### src/rtl/vga_timing_gen.sv
// vga_timing_gen: free-running raster timing source.
// Produces DrawX/DrawY/blank for the renderers, line/frame start pulses,
// and active-low hs/vs sync delayed by SYNC_DELAY cycles so sync edges
// line up with renderer pixel output at the DAC.
// Optional feature macro: VGA_TIMING_FRAME_COUNTER_EN (adds a 16-bit
// frame counter; when undefined frame_count is tied to zero).
module vga_timing_gen #(
    parameter int H_VIS      = 640,
    parameter int H_FP       = 16,
    parameter int H_SYNC     = 96,
    parameter int H_BP       = 48,
    parameter int V_VIS      = 480,
    parameter int V_FP       = 10,
    parameter int V_SYNC     = 2,
    parameter int V_BP       = 33,
    parameter int SYNC_DELAY = 2
) (
    input  logic        vga_clk,
    input  logic        reset_n,
    output logic [9:0]  DrawX,
    output logic [9:0]  DrawY,
    output logic        blank,
    output logic        hs,
    output logic        vs,
    output logic        line_start,
    output logic        frame_start,
    output logic [15:0] frame_count
);

    localparam int H_TOTAL = H_VIS + H_FP + H_SYNC + H_BP;
    localparam int V_TOTAL = V_VIS + V_FP + V_SYNC + V_BP;

    localparam logic [9:0] H_LAST     = 10'(H_TOTAL - 1);
    localparam logic [9:0] V_LAST     = 10'(V_TOTAL - 1);
    localparam logic [9:0] H_VIS_W    = 10'(H_VIS);
    localparam logic [9:0] V_VIS_W    = 10'(V_VIS);
    localparam logic [9:0] H_SYNC_BEG = 10'(H_VIS + H_FP);
    localparam logic [9:0] H_SYNC_END = 10'(H_VIS + H_FP + H_SYNC - 1);
    localparam logic [9:0] V_SYNC_BEG = 10'(V_VIS + V_FP);
    localparam logic [9:0] V_SYNC_END = 10'(V_VIS + V_FP + V_SYNC - 1);

    // Refuse to elaborate configurations the 10-bit counters or the
    // delay line cannot represent.
    generate
        if (H_TOTAL > 1024) begin : g_bad_htotal
            $error("vga_timing_gen: H_TOTAL exceeds 1024");
        end
        if (V_TOTAL > 1024) begin : g_bad_vtotal
            $error("vga_timing_gen: V_TOTAL exceeds 1024");
        end
        if (SYNC_DELAY < 0 || SYNC_DELAY > 4) begin : g_bad_delay
            $error("vga_timing_gen: SYNC_DELAY must be within 0..4");
        end
    endgenerate

    logic [9:0] x_q, x_d;
    logic [9:0] y_q, y_d;
    logic       blank_q, blank_d;
    logic       ls_q, ls_d;
    logic       fs_q, fs_d;
    logic       hs_raw, vs_raw;

    // hs/vs delay lines; stage 0 is aligned with DrawX/DrawY, the last
    // stage drives the pins.
    logic [SYNC_DELAY:0] hs_pipe_q;
    logic [SYNC_DELAY:0] vs_pipe_q;

    // Next-state counters plus everything derived from them, so all
    // registered outputs describe the same pixel.
    always_comb begin
        x_d = x_q + 10'd1;
        y_d = y_q;
        if (x_q == H_LAST) begin
            x_d = '0;
            if (y_q == V_LAST) y_d = '0;
            else               y_d = y_q + 10'd1;
        end
        blank_d = (x_d < H_VIS_W) && (y_d < V_VIS_W);
        hs_raw  = !((x_d >= H_SYNC_BEG) && (x_d <= H_SYNC_END));
        vs_raw  = !((y_d >= V_SYNC_BEG) && (y_d <= V_SYNC_END));
        ls_d    = (x_d == '0);
        fs_d    = ls_d && (y_d == '0);
    end

    // Raster counters and pixel-aligned flags. Reset parks the counters
    // on the last pixel so the first edge lands on (0,0).
    always_ff @(posedge vga_clk or negedge reset_n) begin
        if (!reset_n) begin
            x_q     <= H_LAST;
            y_q     <= V_LAST;
            blank_q <= 1'b0;
            ls_q    <= 1'b0;
            fs_q    <= 1'b0;
        end else begin
            x_q     <= x_d;
            y_q     <= y_d;
            blank_q <= blank_d;
            ls_q    <= ls_d;
            fs_q    <= fs_d;
        end
    end

    // Sync delay line; reset flushes any pulse in flight back to idle-high.
    generate
        if (SYNC_DELAY > 0) begin : g_sync_dly
            always_ff @(posedge vga_clk or negedge reset_n) begin
                if (!reset_n) begin
                    hs_pipe_q <= '1;
                    vs_pipe_q <= '1;
                end else begin
                    hs_pipe_q <= {hs_pipe_q[SYNC_DELAY-1:0], hs_raw};
                    vs_pipe_q <= {vs_pipe_q[SYNC_DELAY-1:0], vs_raw};
                end
            end
        end else begin : g_sync_nodly
            always_ff @(posedge vga_clk or negedge reset_n) begin
                if (!reset_n) begin
                    hs_pipe_q <= '1;
                    vs_pipe_q <= '1;
                end else begin
                    hs_pipe_q <= hs_raw;
                    vs_pipe_q <= vs_raw;
                end
            end
        end
    endgenerate

`ifdef VGA_TIMING_FRAME_COUNTER_EN
    logic [15:0] frame_cnt_q;

    // Frame counter advances on the edge that raises frame_start, so the
    // first frame after reset reads 1; wraps naturally at 16 bits.
    always_ff @(posedge vga_clk or negedge reset_n) begin
        if (!reset_n)  frame_cnt_q <= '0;
        else if (fs_d) frame_cnt_q <= frame_cnt_q + 16'd1;
    end

    assign frame_count = frame_cnt_q;
`else
    assign frame_count = 16'h0000;
`endif

    assign DrawX       = x_q;
    assign DrawY       = y_q;
    assign blank       = blank_q;
    assign line_start  = ls_q;
    assign frame_start = fs_q;
    assign hs          = hs_pipe_q[SYNC_DELAY];
    assign vs          = vs_pipe_q[SYNC_DELAY];

endmodule

### config.mk
export PLATFORM = sky130hd
export DESIGN_NAME = vga_timing_gen
export DESIGN_NICKNAME = d
export VERILOG_FILES = /design/src/rtl/vga_timing_gen.sv
export SDC_FILE = /design/constraint.sdc
export NUM_CORES = 1
export LEC_CHECK = 0
export BUFFER_PORTS_ARGS = -buffer_cell sky130_fd_sc_hd__buf_2
export CORE_MARGIN = 4
export CORE_UTILIZATION = 47
export CTS_CLUSTER_DIAMETER = 80
export DETAILED_ROUTE_END_ITERATION = 8
export PLACE_DENSITY = 0.76
export SLEW_MARGIN = 15
export SYNTH_ARGS = -nofsm -noshare
export SYNTH_HDL_FRONTEND = slang
export SYNTH_SLANG_ARGS = --single-unit
### constraint.sdc
create_clock -name vga_clk -period 2.2 [get_ports vga_clk]
set_clock_uncertainty 0.1 [all_clocks]
set_input_delay 0.44 -clock vga_clk [delete_from_list [all_inputs] [get_ports vga_clk]]
set_output_delay 0.44 -clock vga_clk [all_outputs]
set_load 0.01 [all_outputs]
==> flow_summary_export.csv, run 1 <==
group,metric,value,unit
grt,grt_first_pass_wirelength,6420,um
sta,hold_viol_final,0,
floorplan,initial_core_util,0.502,
placement,dpl.hpwl,2800,um
clocking,cts_max_level,2,
logic_synthesis,synth_seq_cells,29,
detailed_routing,drc_errors,0,
clocking,cts_buffer_depth,2,
layout,final_util,0.671,
grt,grt_max_degree,30,
logic_synthesis,yosysWarnings,0,
detailed_routing,antenna_left,0,
sta,worst_pin_slew,0.623,ns
detailed_routing,finalWirelength,4320,um
setup_path,setup.worst_path.start_class,"register",
setup_path,required,2.34,ns
clocking,numCtsBuffers,5,
layout,mostFrequentLayoutCells,"buf_4 (29), buf_2 (26), dfstp_2 (16), conb_1 (16), dfrtp_1 (13)",
grt,grt_pass1_vias,1344,
setup_path,slowest_stage,"dfstp_2",
logic_synthesis,ys_top_cells_by_area,"dfstp_2 (25%), dfrtp_1 (19%), buf_4 (7.9%)",
detailed_routing,drt_iter0_markers,115,
sta,layout_setup_ws,0.0129,ns
setup_path,crit_family,"simple AND/OR/NAND/NOR gates",
sta,fin_crit,2.19,ns
logic_synthesis,ys.flop_type,"dfstp_2",
placement,gp_congestion,0.843,
clocking,cts_root_buffer,"clkbuf_4",
layout,stdcell_count,281,
setup_path,crit_fanout,7,
setup_path,crit_chain,"ha_4 > and4_4 > and4_4 > buf_12 > nand4_4 > xnor2_2 > and4_1 > o2111ai_1",
clocking,clk_pin_slew,0.10,ns
layout,drive_above_1_share,0.485,
logic_synthesis,synth_area_per_cell,9.68,um2
setup_path,setup.worst_path.end_class,"register",
power_and_ir_drop,power.total,870,uW
power_and_ir_drop,p_leak,1.06,nW
placement,preCtsSetupSlack,-0.183,ns
run,maxCapViolations,0,
logic_synthesis,yosysSeqAreaShare,0.435,
floorplan,die_w,68.4,um
detailed_routing,avgRoutedWirePerCell,15.4,um
sta,max_slew_margin,0.585,
grt,antenna_found_initial,0,
logic_synthesis,synth_top_area_cell,"dfstp_2",
logic_synthesis,async_reset_ff_frac,1.00,
detailed_routing,vias_per_cell,5.58,
setup_path,crit_arrival,2.32,ns
grt,grt_overflow,0,
layout,n_fill_cell,276,
clocking,cts_tree,"done",
detailed_routing,num_vias,1568,
clocking,cts.sinks,29,
clocking,postCtsHoldBufs,0,
placement,dp.cells,265,
floorplan,die-area,0.00468,mm2
detailed_routing,first_pass_iters,5,
logic_synthesis,synth_area,0.00171,mm2
floorplan,rows,21,
layout,final_cell_area,0.00229,mm2
layout,area_growth,33.8,%
layout,layout_commonest_cell,"buf_4",
power_and_ir_drop,power_per_cell_area,379,mW/mm2
sta,slew_violations,0,
setup_path,ff2ff_setup_slack,0.01,ns
floorplan,dieHeight,68.4,um
setup_path,path_common_cell,"and4_4",
power_and_ir_drop,ir_drop,0.000301,V
sta,tns,0,ns
setup_path,path_class,"reg -> reg",
sta,period_share,0.994,
layout,antenna_cells,0,
sta,fmax,457,MHz
floorplan,core,0.00342,mm2
placement,io_buffers,26,
status,status,"completed",
logic_synthesis,synth_top_area_frac,0.245,
setup_path,crit_buf_inv,1,
floorplan,ios,43,
layout,final_nets,240,
grt,grt.total_usage,0.186,
sta,setup_viol,0,
sta,timing.hold.ws,0.0113,ns
placement,postPlaceCellArea,0.00203,mm2
setup_path,worst_path_largest_cell_delay,0.56,ns
logic_synthesis,ys_types,41,
clocking,clock_latency,0.33,ns
worst_hold_path,hp-class,"in -> async",
logic_synthesis,syn_inst,177,
logic_synthesis,synth_edf_count,0,
-- cell type report --
cell class / count / area (um2) / area share
timing repair buffer: 60 / 427 / 0.186
clock buffer: 6 / 41.3 / 0.0180
sequential: 29 / 746 / 0.325
inverter: 7 / 26.3 / 0.0115
tap: 46 / 57.6 / 0.0251
multi-input combinational: 131 / 986 / 0.430
clock inverter: 2 / 10.0 / 0.00436
-- layer usage --
metal  global-route usage  vias up  wire [um]
li1                     -      716          -
met1                0.252      757       1900
met2                0.271       85       1970
met3               0.0575       10        347
met4               0.0794        0        107
met5                    0        -          0
-- state kept, by name (all words and copies together), names as in the netlist --
signal,count
blank,1
line_start,1
DrawX,10
vs_pipe_q,3
frame_start,1
DrawY,10
hs_pipe_q,3
-- where the power goes --
| part | internal [mW] | leakage, nW | total (mW) | switching [mW] |
|---|---|---|---|---|
| Clock | 0.122 | 0.0320 | 0.313 | 0.192 |
| Combinational | 0.000636 | 0.686 | 0.0228 | 0.0221 |
| Sequential | 0.534 | 0.338 | 0.534 | 0 |
| Total | 0.657 | 1.06 | 0.870 | 0.214 |
-- synthesized netlist by cell type, drive strengths merged, types with 3 or more instances --
library cell	count
o31ai	3
nor3	8
nand3	13
buf	23
nand2	13
nor2	9
xnor2	8
xor2	5
o21ai	7
dfstp	16
ha	4
nand4	8
and4	5
dfrtp	13
inv	7
a21oi	7
nor4	3
-- worst paths after layout --
| kind | from | end | depth (start not counted) |
|---|---|---|---|
| max | DrawX[1] | vs_pipe_q[0] | 8 |
| min | reset_n | DrawX[7] | 1 |
| max reg2reg | DrawX[1] | vs_pipe_q[0] | 8 |
| min reg2reg | vs_pipe_q[1] | vs_pipe_q[2] | 0 |
| max in group asynchronous | reset_n | DrawY[0] | 1 |
| min in group vga_clk | vs_pipe_q[1] | vs_pipe_q[2] | 0 |
-- logic make-up (layout without fill, tap and decap cells) --
family | after synthesis | after routing | synth area share
compound gates | 30 | 30 | 0.118
xor+xnor | 13 | 13 | 0.0752
fa+ha+maj | 4 | 4 | 0.0292
buf+inv | 32 | 75 | 0.113
flops | 29 | 29 | 0.435
mux | 2 | 2 | 0.0124
other cells | 1 | 16 | 0.00219
simple gates | 66 | 66 | 0.215
-- repair_timing --
action                                  4_1_cts  5_1_grt
endpoints found under the setup margin        2        4
buffers inserted                              1        6
gates cloned                                  0        1
resized for setup                             6       26
pin swaps                                     4       16
Note: power is estimated with default switching activity, not from simulation.
==> run 2: changes to the inputs <==
--- a/config.mk
+++ b/config.mk
@@ -10,7 +10,7 @@
 export CORE_UTILIZATION = 47
 export CTS_CLUSTER_DIAMETER = 80
 export DETAILED_ROUTE_END_ITERATION = 8
-export PLACE_DENSITY = 0.76
+export PLACE_DENSITY = 0.81
 export SLEW_MARGIN = 15
 export SYNTH_ARGS = -nofsm -noshare
 export SYNTH_HDL_FRONTEND = slang
==> flow_summary_export.csv, run 2 (synthesis results as in run 1) <==
group,metric,value,unit
sta,fmax,440,MHz
status,status,"finished with violations",
grt,grt.total_usage,0.186,
placement,postPlaceCellArea,0.00203,mm2
sta,tns,-0.0718,ns
layout,final_cell_area,0.00223,mm2
floorplan,initial_core_util,0.502,
sta,period_share,1.03,
clocking,cts_root_buffer,"clkbuf_4",
floorplan,core,0.00342,mm2
clocking,cts_tree,"done",
setup_path,path_class,"reg -> reg",
floorplan,die-area,0.00468,mm2
setup_path,setup.worst_path.start_class,"register",
layout,final_util,0.653,
layout,drive_above_1_share,0.418,
grt,grt_max_degree,30,
status,violations,"negative setup slack",
sta,rsz0062_at_grt,"true",
grt,grt_pass1_vias,1306,
sta,max_slew_margin,0.576,
layout,layout_commonest_cell,"buf_4",
clocking,numCtsBuffers,5,
power_and_ir_drop,ir_drop,0.000259,V
detailed_routing,avgRoutedWirePerCell,15.0,um
detailed_routing,antenna_left,0,
clocking,cts.sinks,29,
clocking,cts_max_level,2,
grt,grt_util_met2,0.294,
setup_path,setup.worst_path.end_class,"register",
sta,worst_pin_slew,0.636,ns
grt,busiest_layer,"met2",
placement,dp.cells,265,
sta,hold_viol_final,0,
power_and_ir_drop,power_per_cell_area,497,mW/mm2
layout,antenna_cells,0,
grt,grt_overflow,0,
grt,met3_usage,0.0542,
setup_path,crit_arrival,2.44,ns
placement,io_buffers,26,
layout,final_nets,237,
sta,slew_violations,0,
grt,gr-usage-met1,0.238,
power_and_ir_drop,p_leak,1.04,nW
setup_path,required,2.37,ns
detailed_routing,vias_per_cell,5.41,
grt,antenna_found_initial,0,
clocking,clock_latency,0.33,ns
worst_hold_path,hp-class,"in -> async",
floorplan,die_w,68.4,um
sta,fin_crit,2.27,ns
clocking,clk_pin_slew,0.11,ns
run,maxCapViolations,0,
sta,setup_viol,1,
layout,mostFrequentLayoutCells,"buf_4 (29), buf_2 (27), dfstp_2 (16), conb_1 (16)",
clocking,cts_buffer_depth,2,
placement,gp_congestion,0.928,
floorplan,dieHeight,68.4,um
clocking,postCtsHoldBufs,0,
layout,seq_area,746,um2
setup_path,ff2ff_setup_slack,-0.07,ns
grt,grt_first_pass_wirelength,6340,um
layout,stdcell_count,278,
floorplan,ios,43,
layout,multi_input_area,925,um2
floorplan,rows,21,
layout,n_fill_cell,303,
detailed_routing,num_vias,1504,
detailed_routing,first_pass_iters,5,
placement,dpl.hpwl,3020,um
detailed_routing,drt_iter0_markers,108,
layout,area_growth,30.1,%
detailed_routing,finalWirelength,4160,um
detailed_routing,drc_errors,0,
sta,layout_setup_ws,-0.0718,ns
setup_path,crit_fanout,8,
power_and_ir_drop,power.total,1.11,mW
## run 2: worst max-delay path, stage by stage (launching register included)
cell	delay, ns
dfstp_2	0.57
ha_4	0.14
and4_4	0.22
and4_4	0.23
buf_12	0.13
nand4_4	0.08
xnor2_2	0.15
buf_4	0.15
nor4_4	0.25
and4_1	0.22
## run 2: worst paths after layout
kind | start | end | depth (start not counted)
max | DrawX[1] | frame_start | 9
max reg2reg | DrawX[1] | frame_start | 9
max in group asynchronous | reset_n | DrawX[5] | 1
min reg2reg | hs_pipe_q[0] | hs_pipe_q[1] | 0
min in group vga_clk | hs_pipe_q[0] | hs_pipe_q[1] | 0
min | reset_n | DrawX[7] | 1
## run 2: what timing repair did
action / 4_1_cts / 5_1_grt
pin swaps: 1 / 4
setup endpoints to repair: 1 / 4
cloned: 0 / 0
setup buffers: 0 / 5
gates resized for setup: 3 / 10
## run 2: layer usage
metal  vias up  part of all wire
li1        721                 -
met1       715              0.42
met2        59              0.49
met3         9             0.072
met4         0             0.018
met5         -                 0
## run 2: area by class of cell
class / count / share of cell area
Multi-Input combinational cell: 131 / 0.415
Sequential cell: 29 / 0.334
Timing Repair Buffer: 57 / 0.167
Clock inverter: 3 / 0.0292
Tap cell: 46 / 0.0258
Clock buffer: 5 / 0.0168
Inverter: 7 / 0.0118
## run 2: through the flow
step / hold slack [ns] / setup slack, ns
6_report: 0.00847 / -0.0718
2_1_floorplan: 0.0444 / -0.00454
4_1_cts: 0.0254 / 0.000498
5_1_grt: 0.0470 / -0.167
3_3_place_gp: 0.246 / 0.0375
3_5_place_dp: 0.247 / -0.0264
## run 2: report_power, final
part	switching (mW)	internal (mW)	leakage, nW
Clock	0.198	0.352	0.0552
Sequential	0	0.534	0.338
Combinational	0.0226	0.000637	0.642
